### src/rtl/sys_ctrl_pkg.sv
// Shared definitions for the system-controller transmit path.
package sys_ctrl_pkg;

    typedef enum logic [1:0] {
        IDLE    = 2'd0,
        WAIT_HI = 2'd1,
        WAIT_LO = 2'd2
    } tx_state_e;

    // ALU_FUN[3:2] class code for arithmetic ops, which return a full-width result
    localparam logic [1:0] ALU_ARITH = 2'b00;

    // Queue entry: payload plus remaining-byte count
    function automatic int entry_width(input int res_bytes, input int width);
        return res_bytes * width + $clog2(res_bytes + 1);
    endfunction

endpackage

### src/rtl/sys_ctrl_tx_seq_fifo.sv
// Single-clock FIFO; head word is visible on rdata while not empty.
module sync_fifo #(
    parameter int DW    = 8,
    parameter int DEPTH = 4
) (
    input  logic          CLK,
    input  logic          Reset,
    input  logic          push,
    input  logic [DW-1:0] wdata,
    input  logic          pop,
    output logic [DW-1:0] rdata,
    output logic          full,
    output logic          empty
);
    localparam int AW = $clog2(DEPTH);

    logic [DW-1:0] mem [DEPTH];
    logic [AW-1:0] wptr, rptr;
    logic [AW:0]   cnt;
    logic          do_push, do_pop;

    assign full    = (cnt == (AW+1)'(DEPTH));
    assign empty   = (cnt == '0);
    assign do_push = push && !full;
    assign do_pop  = pop && !empty;
    assign rdata   = mem[rptr];

    always_ff @(posedge CLK) begin
        if (Reset) begin
            wptr <= '0;
            rptr <= '0;
            cnt  <= '0;
        end else begin
            if (do_push) wptr <= wptr + AW'(1);
            if (do_pop)  rptr <= rptr + AW'(1);
            cnt <= cnt + (AW+1)'(do_push) - (AW+1)'(do_pop);
        end
    end

    always_ff @(posedge CLK) begin
        if (do_push) mem[wptr] <= wdata;
    end

endmodule

### src/rtl/sys_ctrl_tx_seq.sv
// Transmit sequencer: queues Rd/ALU responses and feeds them to the UART
// one byte at a time, LSB first, with a toggle-valid handshake.
module sys_ctrl_tx_seq
    import sys_ctrl_pkg::*;
#(
    parameter int WIDTH      = 8,
    parameter int RES_BYTES  = 2,
    parameter int FIFO_DEPTH = 4,
    parameter int BUSY_TO    = 16
) (
    input  logic                       CLK,
    input  logic                       Reset,
    input  logic [WIDTH-1:0]           RdData,
    input  logic                       Rd_valid,
    input  logic [RES_BYTES*WIDTH-1:0] ALU_out,
    input  logic                       ALU_out_valid,
    input  logic [3:0]                 ALU_FUN,
    input  logic                       Busy,
    output logic [WIDTH-1:0]           Tx_Data,
    output logic                       Tx_Data_valid,
    output logic                       Tx_Idle,
    output logic                       Overflow,
    output logic                       Collision
);
    localparam int DW = RES_BYTES * WIDTH;
    localparam int CW = $clog2(RES_BYTES + 1);
    localparam int EW = entry_width(RES_BYTES, WIDTH);
    localparam int TW = $clog2(BUSY_TO + 1);

    typedef struct packed {
        logic [CW-1:0] cnt;
        logic [DW-1:0] data;
    } entry_t;

    entry_t        enq, head;
    logic [EW-1:0] head_raw;
    logic          enq_req, push, pop, full, empty;
    logic          drop_ovf, drop_col;
    tx_state_e     state, state_n;
    logic [DW-1:0] shreg, shifted;
    logic [CW-1:0] rem;
    logic [TW-1:0] tmo;
    logic          load, advance, tmo_inc;
    logic          unused_fun;

    assign unused_fun = ^ALU_FUN[1:0];

    // Rd wins over ALU; a simultaneous ALU result is dropped
    always_comb begin
        enq = '0;
        if (Rd_valid) begin
            enq.data = DW'(RdData);
            enq.cnt  = CW'(1);
        end else begin
            enq.data = ALU_out;
            enq.cnt  = (ALU_FUN[3:2] == ALU_ARITH) ? CW'(RES_BYTES) : CW'(1);
        end
    end

    assign enq_req = Rd_valid || ALU_out_valid;
    assign push    = enq_req && !full;
    assign head    = entry_t'(head_raw);
    assign shifted = shreg >> WIDTH;

    sync_fifo #(.DW(EW), .DEPTH(FIFO_DEPTH)) u_fifo (
        .CLK   (CLK),
        .Reset (Reset),
        .push  (push),
        .wdata (EW'(enq)),
        .pop   (pop),
        .rdata (head_raw),
        .full  (full),
        .empty (empty)
    );

    always_ff @(posedge CLK) begin
        if (Reset) state <= IDLE;
        else       state <= state_n;
    end

    always_comb begin
        state_n = state;
        pop     = 1'b0;
        load    = 1'b0;
        advance = 1'b0;
        tmo_inc = 1'b0;
        case (state)
            IDLE: begin
                if (!empty) begin
                    pop     = 1'b1;
                    load    = 1'b1;
                    state_n = WAIT_HI;
                end
            end
            WAIT_HI: begin
                // No Busy rise within BUSY_TO edges: assume the byte was taken
                if (Busy || tmo == TW'(BUSY_TO - 1)) state_n = WAIT_LO;
                else                                 tmo_inc = 1'b1;
            end
            WAIT_LO: begin
                if (!Busy) begin
                    if (rem != '0) begin
                        advance = 1'b1;
                        state_n = WAIT_HI;
                    end else begin
                        state_n = IDLE;
                    end
                end
            end
            default: state_n = IDLE;
        endcase
    end

    always_ff @(posedge CLK) begin
        if (Reset) begin
            shreg         <= '0;
            rem           <= '0;
            tmo           <= '0;
            Tx_Data       <= '0;
            Tx_Data_valid <= 1'b0;
            Tx_Idle       <= 1'b1;
            drop_ovf      <= 1'b0;
            drop_col      <= 1'b0;
            Overflow      <= 1'b0;
            Collision     <= 1'b0;
        end else begin
            // Drop flags pass through one extra stage to line up with the first-byte edge
            drop_ovf  <= enq_req && full;
            drop_col  <= Rd_valid && ALU_out_valid;
            Overflow  <= drop_ovf;
            Collision <= drop_col;
            Tx_Idle   <= (state_n == IDLE) && empty;
            tmo       <= tmo_inc ? tmo + TW'(1) : '0;
            if (load) begin
                shreg         <= head.data;
                rem           <= head.cnt - CW'(1);
                Tx_Data       <= head.data[WIDTH-1:0];
                Tx_Data_valid <= ~Tx_Data_valid;
            end else if (advance) begin
                shreg         <= shifted;
                rem           <= rem - CW'(1);
                Tx_Data       <= shifted[WIDTH-1:0];
                Tx_Data_valid <= ~Tx_Data_valid;
            end
        end
    end

endmodule

### config.mk
export PLATFORM = sky130hd
export DESIGN_NAME = sys_ctrl_tx_seq
export DESIGN_NICKNAME = d
export VERILOG_FILES = /design/src/rtl/sys_ctrl_pkg.sv /design/src/rtl/sys_ctrl_tx_seq_fifo.sv /design/src/rtl/sys_ctrl_tx_seq.sv
export SDC_FILE = /design/constraint.sdc
export NUM_CORES = 1
export LEC_CHECK = 0
export ABC_AREA = 1
export CAP_MARGIN = 10
export CORE_MARGIN = 2
export CORE_UTILIZATION = 49
export DETAILED_ROUTE_END_ITERATION = 16
export GPL_ROUTABILITY_DRIVEN = 0
export PLACE_DENSITY = 0.79
export SYNTH_ARGS = -nofsm -noshare
export SYNTH_HDL_FRONTEND = slang
export SYNTH_HIERARCHICAL = 1
export SYNTH_SLANG_ARGS = --single-unit
### constraint.sdc
create_clock -name CLK -period 6.9 [get_ports CLK]
set_input_delay 1.035 -clock CLK [delete_from_list [all_inputs] [get_ports CLK]]
set_output_delay 1.035 -clock CLK [all_outputs]
set_load 0.03 [all_outputs]
==> results of run 1 <==
[synthesized netlist by cell type, drive strengths merged]
| master | number | area, µm² |
|---|---|---|
| nand2 | 114 | 445 |
| inv | 46 | 185 |
| dfxtp | 40 | 801 |
| nor3 | 2 | 15.0 |
| clkbuf | 4 | 15.0 |
| clkinv | 1 | 5.00 |
| o22ai | 18 | 113 |
| o21ai | 39 | 195 |
| edfxtp | 72 | 2160 |
| o211ai | 1 | 7.51 |
| ha | 8 | 100 |
| fa | 1 | 20.0 |
| nand3b | 2 | 15.0 |
| nor2 | 74 | 288 |
| buf | 22 | 203 |
| a21oi | 25 | 125 |
| nor3b | 1 | 7.51 |
| nand3 | 11 | 60.1 |
[stage by stage]
stage | setup WS (ps) | hold slack (ps) | total power [W] | utilization
after global placement | 3340 | 393 | 0.00182 | 0.552
after CTS | 3680 | 407 | 0.00221 | 0.571
after detailed placement | 3290 | 392 | 0.00185 | 0.552
after floorplan | 3970 | 388 | 0.00169 | -
final | 3680 | 406 | 0.00219 | 0.571
after global routing | 3480 | 435 | 0.00236 | 0.571
[worst paths after layout]
| check | to | slack [ps] | cells past startpoint |
|---|---|---|---|
| worst max-delay path | u_fifo/mem[0][14]$_DFFE_PP_ | 3680 | 6 |
| worst min-delay path | Overflow$_SDFF_PP0_ | 410 | 2 |
| worst max register to register | u_fifo/mem[0][14]$_DFFE_PP_ | 4420 | 6 |
| worst min register to register | Overflow$_SDFF_PP0_ | 410 | 2 |
[layer usage]
layer | vias up | global-route usage
li1 | 1640 | -
met2 | 78 | 0.305
met4 | 0 | 0.0800
met1 | 1487 | 0.213
met5 | - | 0
met3 | 15 | 0.0353
[sequential cells by signal, indices dropped and copies added (netlist names), named ones only]
signal	count
u_fifo/wptr	2
u_fifo/cnt	3
Tx_Data_valid	1
u_fifo/rptr	2
state	2
u_fifo/mem	72
tmo	5
drop_col	1
Tx_Idle	1
shreg	9
Collision	1
Overflow	1
drop_ovf	1
Tx_Data	7
rem	2
[layout by cell type, fill, tap and decap left out, types with 9 or more instances in the layout]
| cell type | count |
|---|---|
| sky130_fd_sc_hd__o21ai_1 | 15 |
| sky130_fd_sc_hd__o22ai_1 | 18 |
| sky130_fd_sc_hd__nor2_1 | 68 |
| sky130_fd_sc_hd__inv_1 | 43 |
| sky130_fd_sc_hd__nand3_1 | 10 |
| sky130_fd_sc_hd__clkdlybuf4s50_1 | 42 |
| sky130_fd_sc_hd__dfxtp_1 | 40 |
| sky130_fd_sc_hd__edfxtp_1 | 72 |
| sky130_fd_sc_hd__a21oi_1 | 25 |
| sky130_fd_sc_hd__nand2_1 | 111 |
| sky130_fd_sc_hd__o21ai_0 | 24 |
| sky130_fd_sc_hd__clkbuf_8 | 9 |
[report_power, final]
group | switching, W | internal (W) | total (W)
registers | 0.0000697 | 0.000919 | 0.000989
logic | 0.000578 | 0.000269 | 0.000847
clock network | 0.000220 | 0.000135 | 0.000355
total | 0.000868 | 0.00132 | 0.00219
[area by class of cell]
class / instances / area share
clock inverter: 7 / 0.0101
multi-input combinational: 296 / 0.263
sequential: 112 / 0.556
inverter: 47 / 0.0357
clock buffer: 9 / 0.0232
tap: 129 / 0.0303
timing repair buffer: 44 / 0.0817
[critical path: cells and delay by family]
| kind | cells | cell delay, ps |
|---|---|---|
| buf+inv | 2 | 690 |
| simple gates | 4 | 1470 |
[cells by family (layout without fill, tap and decap cells)]
group / count (synthesis) / in the layout
AOI/OAI and AO/OA: 83 / 83
DFF: 112 / 112
adders and majority gates: 9 / 9
and+or+nand+nor: 204 / 204
buffers and inverters: 73 / 107
==> Implementation_results.wiki, run 1 <==
{| class="wikitable"
! Metric !! Value
|-
| Result of the run || completed
|-
| Fin crit share || 0.466
|-
| CTS sink cnt || 112
|-
| Total met3 wirelength after detailed routing || roughly 410 µm
|-
| Detailed placer's ending HPWL || about 5.5 mm
|-
| Delay of the slowest cell on the worst path || ~900 ps
|-
| Area of the multi-input gates || around 1400 µm²
|-
| Placed insts || between 600 and 700
|-
| Power per cell area || between 400 and 500 nW/µm²
|-
| Count of unresolved DRC violations after routing || 0
|-
| Number of global-route vias before repair || 3068
|-
| Pleak || ~2 nW
|-
| RSZ-0062 raised after global routing || no
|-
| Pin count of the biggest net entering global routing || 38
|-
| CTS Buf Count || 9
|-
| Xor and xnor fraction of the mapped netlist area || 0
|-
| Sequential area share after synthesis || 0.622
|-
| Count of nets left with antenna violations after detail routing || 0
|-
| Clock edge transition at the registers on the reported setup and hold paths || about 100 ps
|-
| Area after detailed placement || between 5000 and 6000 µm²
|-
| Initial drt markers || around 170
|-
| Start point of the critical path || Rd_valid
|-
| Final Max Slew Viols || 0
|-
| WP data required || just under 7000 ps
|-
| Net count reported at finish || 552
|-
| Root buffer cell || sky130_fd_sc_hd__clkbuf_8
|-
| Floorplan die area || roughly 11000 µm²
|-
| Final setup viols || 0
|-
| Post-CTS setup-driven buffer insertion count || 0
|-
| Fill cell instance count of the final layout || a little over 800
|-
| Wire length per cell || between 10 and 15 µm
|-
| Routed length on met1 || approximately 4 mm
|-
| Buffer levels on the longest clock path || 2
|-
| Portion of netlist area occupied by mux cells || 0
|-
| Count of H-tree levels built during CTS || 3
|-
| Largest family of logic cells by synthesized area || simple AND/OR/NAND/NOR gates
|-
| Antenna violations before repair || 0
|-
| Seq cells post-synth || roughly 110
|-
| Synthesis-to-finish area growth || 11.9%
|-
| Count of endpoints failing hold in the final timing report || 0
|-
| Total negative setup slack || 0 ps
|-
| Unique cell type count in the Yosys netlist || 29
|-
| Resized cells post-CTS || 0
|-
| Top Ports || 45
|-
| Clock tree from TritonCTS || built
|-
| Worst r2r src || u_fifo/cnt[1]$_SDFF_PP0_
|-
| Worst hold start || drop_ovf$_SDFF_PP0_
|-
| Total overflow reported by the global router || 0
|-
| Highest-delay cell along the critical path || sky130_fd_sc_hd__nor2_2
|-
| Sequential Area || 2960 µm²
|-
| Synthesized cell area || 4760 µm²
|-
| Critical Setup Path Class || in2reg
|-
| Via density per instance || about 5
|-
| Normalized max-slew margin || 0.264
|-
| Die boundary width || slightly above 100 µm
|-
| Wire length after detailed routing || roughly 8.6 mm
|-
| Number of max-cap violations || 0
|-
| Cells along the critical path || clkdlybuf4s50_1, buf_4, nor2_1, nor2_1, nand2_1, nor2_2
|-
| Clock network latency to the later pin of the worst-skew pair || between 300 and 400 ps
|-
| Adder and majority cell fraction of the synthesized area || 0.0252
|-
| Synthesis Warnings || 6
|-
| Hold-fix buffers, CTS || 0
|-
| CP arrival || between 3000 and 4000 ps
|-
| Area of the core || approximately 9300 µm²
|-
| Average cell area after synthesis || between 9 and 10 µm²
|-
| Final setup skew || 7.92 ps
|-
| Vertical die dimension || about 100 µm
|-
| Number of port buffers || 42
|-
| Kind of end point of the critical path || register
|-
| DR top layer || met4
|-
| Synthesized-area fraction occupied by ao, oa, aoi and oai cells || 0.0925
|-
| Gate count after technology mapping || approximately 480
|-
| Wire length on met2 || 4.13 mm
|-
| Post-layout min period || ~3200 ps
|-
| Final Instance Count excl. Fillers || roughly 640
|-
| Floorplan row count || 35
|-
| Diodes inserted || 0
|-
| Achievable Freq || between 0.3 and 0.4 GHz
|-
| Least-Margin Pin Slew || between 1000 and 1500 ps
|-
| Biggest fanout along the worst timing path || 20
|-
| Critical path's most frequent cell || sky130_fd_sc_hd__nor2_1
|-
| Kind of start point of the critical path || input pin
|-
| Simple-gate portion of the synthesized area || 0.174
|-
| Share of cells above drive strength 1 || 0.0621
|-
| Global Route Usage Sum || 0.176
|-
| Effective utilization at floorplan || 0.511
|-
| Net count after synthesis || 523
|-
| First-pass DRT Iterations || 4
|-
| Maximum ir drop on the vdd rail || 192 µV
|-
| Routed via count || roughly 3200
|-
| Classification of the worst-slack hold path || reg2reg
|-
| First-pass GRT wire length || approximately 14 mm
|-
| Final Cell Area || roughly 5300 µm²
|}
(Power assumes the default switching activity.)
==> inputs of run 2 (changes only) <==
--- a/config.mk
+++ b/config.mk
@@ -11,7 +11,7 @@
 export CORE_UTILIZATION = 49
 export DETAILED_ROUTE_END_ITERATION = 16
 export GPL_ROUTABILITY_DRIVEN = 0
-export PLACE_DENSITY = 0.79
+export PLACE_DENSITY = 0.82
 export SYNTH_ARGS = -nofsm -noshare
 export SYNTH_HDL_FRONTEND = slang
 export SYNTH_HIERARCHICAL = 1
==> constraint.sdc (replaced) <==
create_clock -name CLK -period 2.7 [get_ports CLK]
set_input_delay 0.405 -clock CLK [delete_from_list [all_inputs] [get_ports CLK]]
set_output_delay 0.405 -clock CLK [all_outputs]
set_load 0.03 [all_outputs]
==> run 2 against run 1 <==
Global-route usage up 0.46 points; register-to-register slack lost 4100 ps; power increased to 2.6 times the previous value; largest cell class unchanged; count of clock-buffer cells in the layout stayed put; via count down 0.25%; highest routed layer unchanged; clock skew grew 5.0 ps; worst hold slack better by 2.2 ps; critical path depth is 9 higher; die area did not move; critical path type is now reg2reg; core utilization up 0.78 points; combinational power increased to 2.6 times the previous value.
==> Implementation_results.wiki, run 2 (synthesis gave the netlist of run 1 again) <==
{| class="wikitable"
! Metric !! Value
|-
| Floorplan row count || 35 (unchanged)
|-
| Delay of the slowest cell on the worst path || 380 ps (was 880 ps)
|-
| First-pass GRT wire length || 14.2 mm (was 14.1 mm)
|-
| Commonest non-fill, non-tap cell in the layout || sky130_fd_sc_hd__nand2_1 (unchanged)
|-
| Critical path's most frequent cell || sky130_fd_sc_hd__inv_1 (was sky130_fd_sc_hd__nor2_1)
|-
| Kind of end point of the critical path || register (unchanged)
|-
| Wire length per cell || 13.2 µm (was 13.4 µm)
|-
| Resized cells post-CTS || 0 (unchanged)
|-
| Final setup viols || 0 (unchanged)
|-
| Clock network latency to the later pin of the worst-skew pair || 370 ps (was 360 ps)
|-
| Min-Delay Path Depth || 2 (unchanged)
|-
| Reg with most FFs || u_fifo/mem (unchanged)
|-
| WP data required || 3010 ps (was 6890 ps)
|-
| Critical Setup Path Class || reg2reg (was in2reg)
|-
| Power per cell area || 1060 nW/µm² (was 411 nW/µm²)
|-
| Hold Crit Endpoint || Overflow$_SDFF_PP0_ (unchanged)
|-
| Normalized max-slew margin || 0.624 (was 0.264)
|-
| CTS Buf Count || 9 (unchanged)
|-
| Vertical die dimension || 103 µm (unchanged)
|-
| Routed via count || 3212 (was 3220)
|-
| Highest-delay cell along the critical path || sky130_fd_sc_hd__fa_1 (was sky130_fd_sc_hd__nor2_2)
|-
| Kind of start point of the critical path || register (was input pin)
|-
| Power Internal || 0.00351 W (was 0.00132 W)
|-
| Final setup skew || 12.9 ps (was 7.92 ps)
|-
| Worst r2r src || u_fifo/cnt[1]$_SDFF_PP0_ (unchanged)
|-
| CTS sink cnt || 112 (unchanged)
|-
| Detailed placer's ending HPWL || 5.89 mm (was 5.54 mm)
|-
| Wire length after detailed routing || 8.57 mm (was 8.60 mm)
|-
| Top Ports || 45 (unchanged)
|-
| Clock tree from TritonCTS || built (unchanged)
|-
| Start point of the critical path || u_fifo/cnt[1]$_SDFF_PP0_ (was Rd_valid)
|-
| Share of power burned in the clock network || 0.177 (was 0.162)
|-
| Wire length on met2 || 4.31 mm (was 4.13 mm)
|-
| Count of H-tree levels built during CTS || 3 (unchanged)
|-
| Post-Route Utilization || 0.579 (was 0.571)
|-
| Part of the total power dissipated in sequential elements || 0.444 (was 0.451)
|-
| Classification of the worst-slack hold path || reg2reg (unchanged)
|-
| Total negative setup slack || 0 ps (unchanged)
|-
| Post-CTS setup-driven buffer insertion count || 0 (unchanged)
|-
| Reg2Reg Setup Slack || 280 ps (was 4420 ps)
|-
| RSZ-0062 raised after global routing || no (unchanged)
|-
| Biggest fanout along the worst timing path || 19 (was 20)
|-
| Total overflow reported by the global router || 0 (unchanged)
|-
| Clock edge transition at the registers on the reported setup and hold paths || 110 ps (was 100 ps)
|-
| Via density per instance || 4.93 (was 5.00)
|-
| Count of endpoints failing hold in the final timing report || 0 (unchanged)
|-
| Effective utilization at floorplan || 0.511 (unchanged)
|-
| Least-Margin Pin Slew || 563 ps (was 1100 ps)
|-
| Relative contribution of combinational cells to total power || 0.379 (was 0.387)
|-
| Net count reported at finish || 559 (was 552)
|-
| Largest registers || u_fifo/mem x72, shreg x9, Tx_Data x7 (unchanged)
|-
| Diodes inserted || 0 (unchanged)
|-
| Pleak || 2.11 nW (was 2.06 nW)
|-
| Routed length on met1 || 3.62 mm (was 3.91 mm)
|-
| CP arrival || 2730 ps (was 3200 ps)
|-
| Number of flip-flops in the largest register || 72 (unchanged)
|-
| Antenna violations before repair || 0 (unchanged)
|-
| Number of buffer and inverter stages on the critical path || 5 (was 2)
|-
| Post-layout min period || around 2400 ps
|-
| DR top layer || met4 (unchanged)
|-
| Die boundary width || 103 µm (unchanged)
|-
| Commonest cells after routing, fill and taps aside || sky130_fd_sc_hd__nand2_1 (111), sky130_fd_sc_hd__nor2_1 (72), sky130_fd_sc_hd__edfxtp_1 (72), sky130_fd_sc_hd__inv_1 (43), sky130_fd_sc_hd__clkdlybuf4s50_1 (42) (was sky130_fd_sc_hd__nand2_1 (111), sky130_fd_sc_hd__edfxtp_1 (72), sky130_fd_sc_hd__nor2_1 (68), sky130_fd_sc_hd__inv_1 (43), sky130_fd_sc_hd__clkdlybuf4s50_1 (42))
|-
| Fin crit share || 0.897
|-
| Cells along the critical path || nor2_1, nand2_1, inv_1, inv_1, nand2_4, inv_4, inv_1, nor2_1, ha_1, inv_1, ha_1, fa_1, nand3_1, nand2_1, nor2_1 (was clkdlybuf4s50_1, buf_4, nor2_1, nor2_1, nand2_1, nor2_2)
|-
| Switching component of the power || 0.00221 W (was 0.000868 W)
|-
| Count of nets left with antenna violations after detail routing || 0 (unchanged)
|-
| Initial drt markers || 244 (was 168)
|-
| Share of cells above drive strength 1 || 0.0690 (was 0.0621)
|-
| Result of the run || completed (unchanged)
|-
| Maximum ir drop on the vdd rail || 404 µV (was 192 µV)
|-
| Number of global-route vias before repair || 3014 (was 3068)
|-
| Area of the core || 9330 µm² (unchanged)
|-
| Root buffer cell || sky130_fd_sc_hd__clkbuf_8 (unchanged)
|-
| Fill cell instance count of the final layout || 798 (was 815)
|-
| Total met3 wirelength after detailed routing || 541 µm (was 414 µm)
|-
| Pin count of the biggest net entering global routing || 37 (was 38)
|-
| Count of unresolved DRC violations after routing || 0 (unchanged)
|-
| Number of max-cap violations || 0 (unchanged)
|-
| Floorplan die area || 10500 µm² (unchanged)
|-
| Worst hold start || drop_ovf$_SDFF_PP0_ (unchanged)
|-
| Number of port buffers || 42 (unchanged)
|-
| Sw frac || 0.387 (was 0.396)
|-
| First-pass DRT Iterations || 4 (unchanged)
|-
| Cell family contributing the most delay on the critical path || adder cells (was simple AND/OR/NAND/NOR gates)
|-
| Hold-fix buffers, CTS || 0 (unchanged)
|-
| Reg2Reg Depth || 15 (was 6)
|-
| Achievable Freq || around 0.41 GHz
|-
| Buffer levels on the longest clock path || 2 (unchanged)
|-
| R2R Path End || u_fifo/cnt[2]$_SDFF_PP0_ (was u_fifo/mem[0][14]$_DFFE_PP_)
|-
| Final Max Slew Viols || 0 (unchanged)
|-
| Synthesis-to-finish area growth || 13.4% (was 11.9%)
|-
| Global Route Usage Sum || 0.181 (was 0.176)
|}
==> run 2: cell types whose count changed in the layout (fill, tap and decap cells not counted), sizes merged <==
cell      before  now
clkinv         3    2
bufinv         0    1
inv           49   50
clkinvlp       2    1
buf            2    9
==> run 2: area by class of cell <==
| type | instances | area, µm² | share of cell area |
|---|---|---|---|
| multi-input combinational | 296 | 1390 | 0.258 |
| clock inverter | 7 | 83.8 | 0.0155 |
| inverter | 47 | 190 | 0.0352 |
| clock buffer | 9 | 124 | 0.0229 |
| timing repair buffer | 51 | 488 | 0.0903 |
| tap | 129 | 161 | 0.0299 |
| sequential | 112 | 2960 | 0.549 |
==> run 2: worst reg2reg max path: stages, from the launching register on <==
cell                      delay (ps)
sky130_fd_sc_hd__dfxtp_1         340
sky130_fd_sc_hd__nor2_1          140
sky130_fd_sc_hd__nand2_1         130
sky130_fd_sc_hd__inv_1           120
sky130_fd_sc_hd__inv_1           110
sky130_fd_sc_hd__nand2_4         190
sky130_fd_sc_hd__inv_4           130
sky130_fd_sc_hd__inv_1            70
sky130_fd_sc_hd__nor2_1           50
sky130_fd_sc_hd__ha_1            270
sky130_fd_sc_hd__inv_1            40
sky130_fd_sc_hd__ha_1            180
sky130_fd_sc_hd__fa_1            380
sky130_fd_sc_hd__nand3_1          90
sky130_fd_sc_hd__nand2_1          50
sky130_fd_sc_hd__nor2_1           90
==> run 2: worst max-delay path by stage <==
stage	end	slack [ps]	cells after the start
final	u_fifo/cnt[2]$_SDFF_PP0_	280	15
after global placement	u_fifo/cnt[2]$_SDFF_PP0_	230	10
after detailed placement	u_fifo/cnt[2]$_SDFF_PP0_	170	10
after CTS	u_fifo/cnt[2]$_SDFF_PP0_	270	15
after floorplan	u_fifo/mem[0][0]$_DFFE_PP_	400	5
after global routing	u_fifo/cnt[2]$_SDFF_PP0_	20	15
==> run 2: metrics by stage <==
stage	power, W	hold slack (ps)	area (µm²)	setup slack (ps)	instances
after global placement	0.00464	395	5190	231	635
final	0.00572	408	5400	277	651
after global routing	0.00615	435	5400	21.5	651
after floorplan	0.00433	388	4760	396	481
after CTS	0.00576	409	5400	266	651
after detailed placement	0.00475	394	5190	170	635
==> run 2: layer usage <==
layer  vias up  track usage
met4         0       0.0544
li1       1650            -
met5         -            0
met2        87        0.311
met3         9       0.0447
met1      1466        0.227
==> run 2: power by group through the flow <==
stage / clock [W] / sequential (W) / combinational (W)
after CTS: 0.00104 / 0.00254 / 0.00218
after detailed placement: 0 / 0.00258 / 0.00217
final: 0.00101 / 0.00254 / 0.00217
after global placement: 0 / 0.00255 / 0.00209
after floorplan: 0 / 0.00254 / 0.00179
after global routing: 0.00112 / 0.00259 / 0.00245
==> inputs of run 3 (changes only) <==
--- a/config.mk
+++ b/config.mk
@@ -6,12 +6,12 @@
 export NUM_CORES = 1
 export LEC_CHECK = 0
 export ABC_AREA = 1
-export CAP_MARGIN = 10
+export CAP_MARGIN = 0
 export CORE_MARGIN = 2
-export CORE_UTILIZATION = 49
+export CORE_UTILIZATION = 51
 export DETAILED_ROUTE_END_ITERATION = 16
 export GPL_ROUTABILITY_DRIVEN = 0
-export PLACE_DENSITY = 0.82
+export PLACE_DENSITY = 0.84
 export SYNTH_ARGS = -nofsm -noshare
 export SYNTH_HDL_FRONTEND = slang
 export SYNTH_HIERARCHICAL = 1
==> run 3 against run 2 <==
Via count grew 0.12%; clock power shrank 4%; worst setup slack lost 58 ps; power shrank 0.34%; core utilization grew 0.79 points; die area shrank 3.8%; register-to-register slack lost 60 ps; sequential power is essentially flat; critical path type unchanged.
==> Implementation_results.wiki, run 3 (synthesis gave the netlist of run 1 again) <==
{| class="wikitable"
! Metric !! Value
|-
| Worst r2r src || u_fifo/cnt[1]$_SDFF_PP0_ (unchanged)
|-
| Die boundary width || 101 µm (was 103 µm)
|-
| Reg2Reg Depth || 15 (unchanged)
|-
| Power per cell area || 1060 nW/µm² (about the same)
|-
| Normalized max-slew margin || 0.580 (was 0.624)
|-
| Count of unresolved DRC violations after routing || 0 (unchanged)
|-
| Clock tree from TritonCTS || built (unchanged)
|-
| Critical path capture point || u_fifo/cnt[2]$_SDFF_PP0_ (unchanged)
|-
| Start point of the critical path || u_fifo/cnt[1]$_SDFF_PP0_ (unchanged)
|-
| RSZ-0062 raised after global routing || no (unchanged)
|-
| Total Power Consumption || 0.00570 W (was 0.00572 W)
|-
| Clock edge transition at the registers on the reported setup and hold paths || 100 ps (was 110 ps)
|-
| Final hold slack || 411 ps (was 408 ps)
|-
| Top Ports || 45 (unchanged)
|-
| Initial drt markers || 348 (was 244)
|-
| Post-CTS setup-driven buffer insertion count || 0 (unchanged)
|-
| CTS sink cnt || 112 (unchanged)
|-
| Classification of the worst-slack hold path || reg2reg (unchanged)
|-
| Post-layout worst setup margin || 219 ps (was 277 ps)
|-
| Result of the run || completed (unchanged)
|-
| Critical Setup Path Class || reg2reg (unchanged)
|-
| Final Max Slew Viols || 0 (unchanged)
|-
| Reg2Reg Setup Slack || 220 ps (was 280 ps)
|-
| Number of port buffers || 42 (unchanged)
|-
| Antenna violations before repair || 0 (unchanged)
|-
| Global Route Usage Sum || 0.183 (was 0.181)
|-
| Setup Slack @ Placement || 153 ps (was 170 ps)
|-
| Fill cell instance count of the final layout || 729 (was 798)
|-
| First-pass GRT wire length || 14.2 mm (about the same)
|-
| Highest-delay cell along the critical path || sky130_fd_sc_hd__fa_1 (unchanged)
|-
| Commonest non-fill, non-tap cell in the layout || sky130_fd_sc_hd__nand2_1 (unchanged)
|-
| Number of flip-flops in the largest register || 72 (unchanged)
|-
| Number of max-cap violations || 0 (unchanged)
|-
| Final setup skew || 11.0 ps (was 12.9 ps)
|-
| WP data required || 3010 ps (about the same)
|-
| Critical path's most frequent cell || sky130_fd_sc_hd__inv_1 (unchanged)
|-
| Floorplan die area || 10100 µm² (was 10500 µm²)
|-
| Reg with most FFs || u_fifo/mem (unchanged)
|-
| First-pass DRT Iterations || 4 (unchanged)
|-
| Kind of end point of the critical path || register (unchanged)
|-
| Least-Margin Pin Slew || 629 ps (was 563 ps)
|-
| Cells along the critical path || nor2_1, nand2_1, inv_1, inv_1, nand2_4, inv_4, inv_1, nor2_1, ha_1, inv_1, ha_1, fa_1, nand3_1, nand2_1, nor2_1 (unchanged)
|-
| Pin count of the biggest net entering global routing || 37 (unchanged)
|-
| Cell family contributing the most delay on the critical path || adder cells (unchanged)
|-
| Wire length per cell || 13.9 µm (was 13.2 µm)
|-
| Pleak || 2.11 nW (about the same)
|-
| Total overflow reported by the global router || 0 (unchanged)
|-
| Net count reported at finish || 560 (was 559)
|-
| Floorplan row count || 35 (unchanged)
|-
| Final setup viols || 0 (unchanged)
|-
| Stages on the worst setup path || 15 (unchanged)
|-
| CTS Buf Count || 9 (unchanged)
|-
| Clock network latency to the later pin of the worst-skew pair || 360 ps (was 370 ps)
|-
| Total negative setup slack || 0 ps (unchanged)
|-
| Commonest cells after routing, fill and taps aside || sky130_fd_sc_hd__nand2_1 (111), sky130_fd_sc_hd__nor2_1 (72), sky130_fd_sc_hd__edfxtp_1 (72), sky130_fd_sc_hd__inv_1 (43), sky130_fd_sc_hd__clkdlybuf4s50_1 (42) (unchanged)
|-
| Share of cells above drive strength 1 || 0.0669 (was 0.0690)
|-
| Area of the core || 9150 µm² (was 9330 µm²)
|-
| Routed via count || 3216 (was 3212)
|-
| Kind of start point of the critical path || register (unchanged)
|-
| CP arrival || 2790 ps (was 2730 ps)
|-
| Delay of the slowest cell on the worst path || 380 ps (about the same)
|-
| Resized cells post-CTS || 0 (unchanged)
|-
| Number of global-route vias before repair || 3052 (was 3014)
|-
| Effective utilization at floorplan || 0.520 (was 0.511)
|-
| Count of endpoints failing hold in the final timing report || 0 (unchanged)
|-
| Fin crit share || 0.919 (was 0.897)
|-
| Achievable Freq || 0.403 GHz (was 0.413 GHz)
|-
| Largest registers || u_fifo/mem x72, shreg x9, Tx_Data x7 (unchanged)
|-
| Count of nets left with antenna violations after detail routing || 0 (unchanged)
|-
| Post-Route Utilization || 0.587 (was 0.579)
|-
| Number of buffer and inverter stages on the critical path || 5 (unchanged)
|-
| Root buffer cell || sky130_fd_sc_hd__clkbuf_8 (unchanged)
|-
| Buffer levels on the longest clock path || 2 (unchanged)
|-
| Wire length after detailed routing || 8.80 mm (was 8.57 mm)
|-
| Diodes inserted || 0 (unchanged)
|-
| Count of H-tree levels built during CTS || 3 (unchanged)
|-
| Detailed placer's ending HPWL || 5.83 mm (was 5.89 mm)
|-
| Via density per instance || 5.07 (was 4.93)
|-
| Synthesis-to-finish area growth || 12.8% (was 13.4%)
|-
| R2R Path End || u_fifo/cnt[2]$_SDFF_PP0_ (unchanged)
|-
| Vertical die dimension || 101 µm (was 103 µm)
|-
| Post-layout min period || 2480 ps (was 2420 ps)
|-
| Hold-fix buffers, CTS || 0 (unchanged)
|-
| Biggest fanout along the worst timing path || 19 (unchanged)
|-
| Maximum ir drop on the vdd rail || 426 µV (was 404 µV)
|}
[run 3: cell types whose count changed in the layout (fill, tap and decap cells not counted)]
cell,delta
sky130_fd_sc_hd__clkinvlp_4,+1
sky130_fd_sc_hd__buf_4,+1
sky130_fd_sc_hd__clkinv_1,+2
sky130_fd_sc_hd__inv_6,-2
sky130_fd_sc_hd__inv_8,-1
[run 3: final cells by class]
cell class	count	area, µm²	area share
clock inverters	7	70.1	0.0130
clock buffers	9	124	0.0231
inverters	47	190	0.0354
repair buffers	52	495	0.0922
multi-input cells	296	1390	0.259
flip-flops and latches	112	2960	0.551
well taps	111	139	0.0258
[run 3: report_power, final]
group	switching [W]	internal (W)	total (W)	leakage [nW]
clock network	0.000543	0.000428	0.000971	0.0909
registers	0.000205	0.00234	0.00255	0.997
logic	0.00145	0.000729	0.00218	1.02
total	0.00220	0.00350	0.00570	2.11
[run 3: worst register-to-register path: cells and delay by family (launching register included)]
family                     cells  cell delay, ps
adders and majority gates      3             830
buffers and inverters          5             460
DFF                            1             340
and+or+nand+nor                7             800
[run 3: worst min path at each step]
| stage | start | end | cells after the start | slack [ps] |
|---|---|---|---|---|
| detailed placement | drop_col$_SDFF_PP0_ | Collision$_SDFF_PP0_ | 2 | 400 |
| global route | drop_col$_SDFF_PP0_ | Collision$_SDFF_PP0_ | 2 | 420 |
| floorplan | drop_col$_SDFF_PP0_ | Collision$_SDFF_PP0_ | 2 | 390 |
| finish | drop_col$_SDFF_PP0_ | Collision$_SDFF_PP0_ | 2 | 410 |
| CTS | drop_col$_SDFF_PP0_ | Collision$_SDFF_PP0_ | 2 | 410 |
| global placement | drop_col$_SDFF_PP0_ | Collision$_SDFF_PP0_ | 2 | 390 |
[run 3: per-stage QoR]
stage | instance area, µm² | cells
floorplan | 4760 | 481
global placement | 5180 | 618
detailed placement | 5180 | 618
CTS | 5370 | 634
global route | 5370 | 634
finish | 5370 | 634
[run 3: routing by layer]
layer,GRT usage,vias up,part of all wire
li1,-,1658,-
met1,0.237,1464,0.45
met2,0.304,89,0.50
met3,0.0284,5,0.045
met4,0.0811,0,0.0089
met5,0,-,0
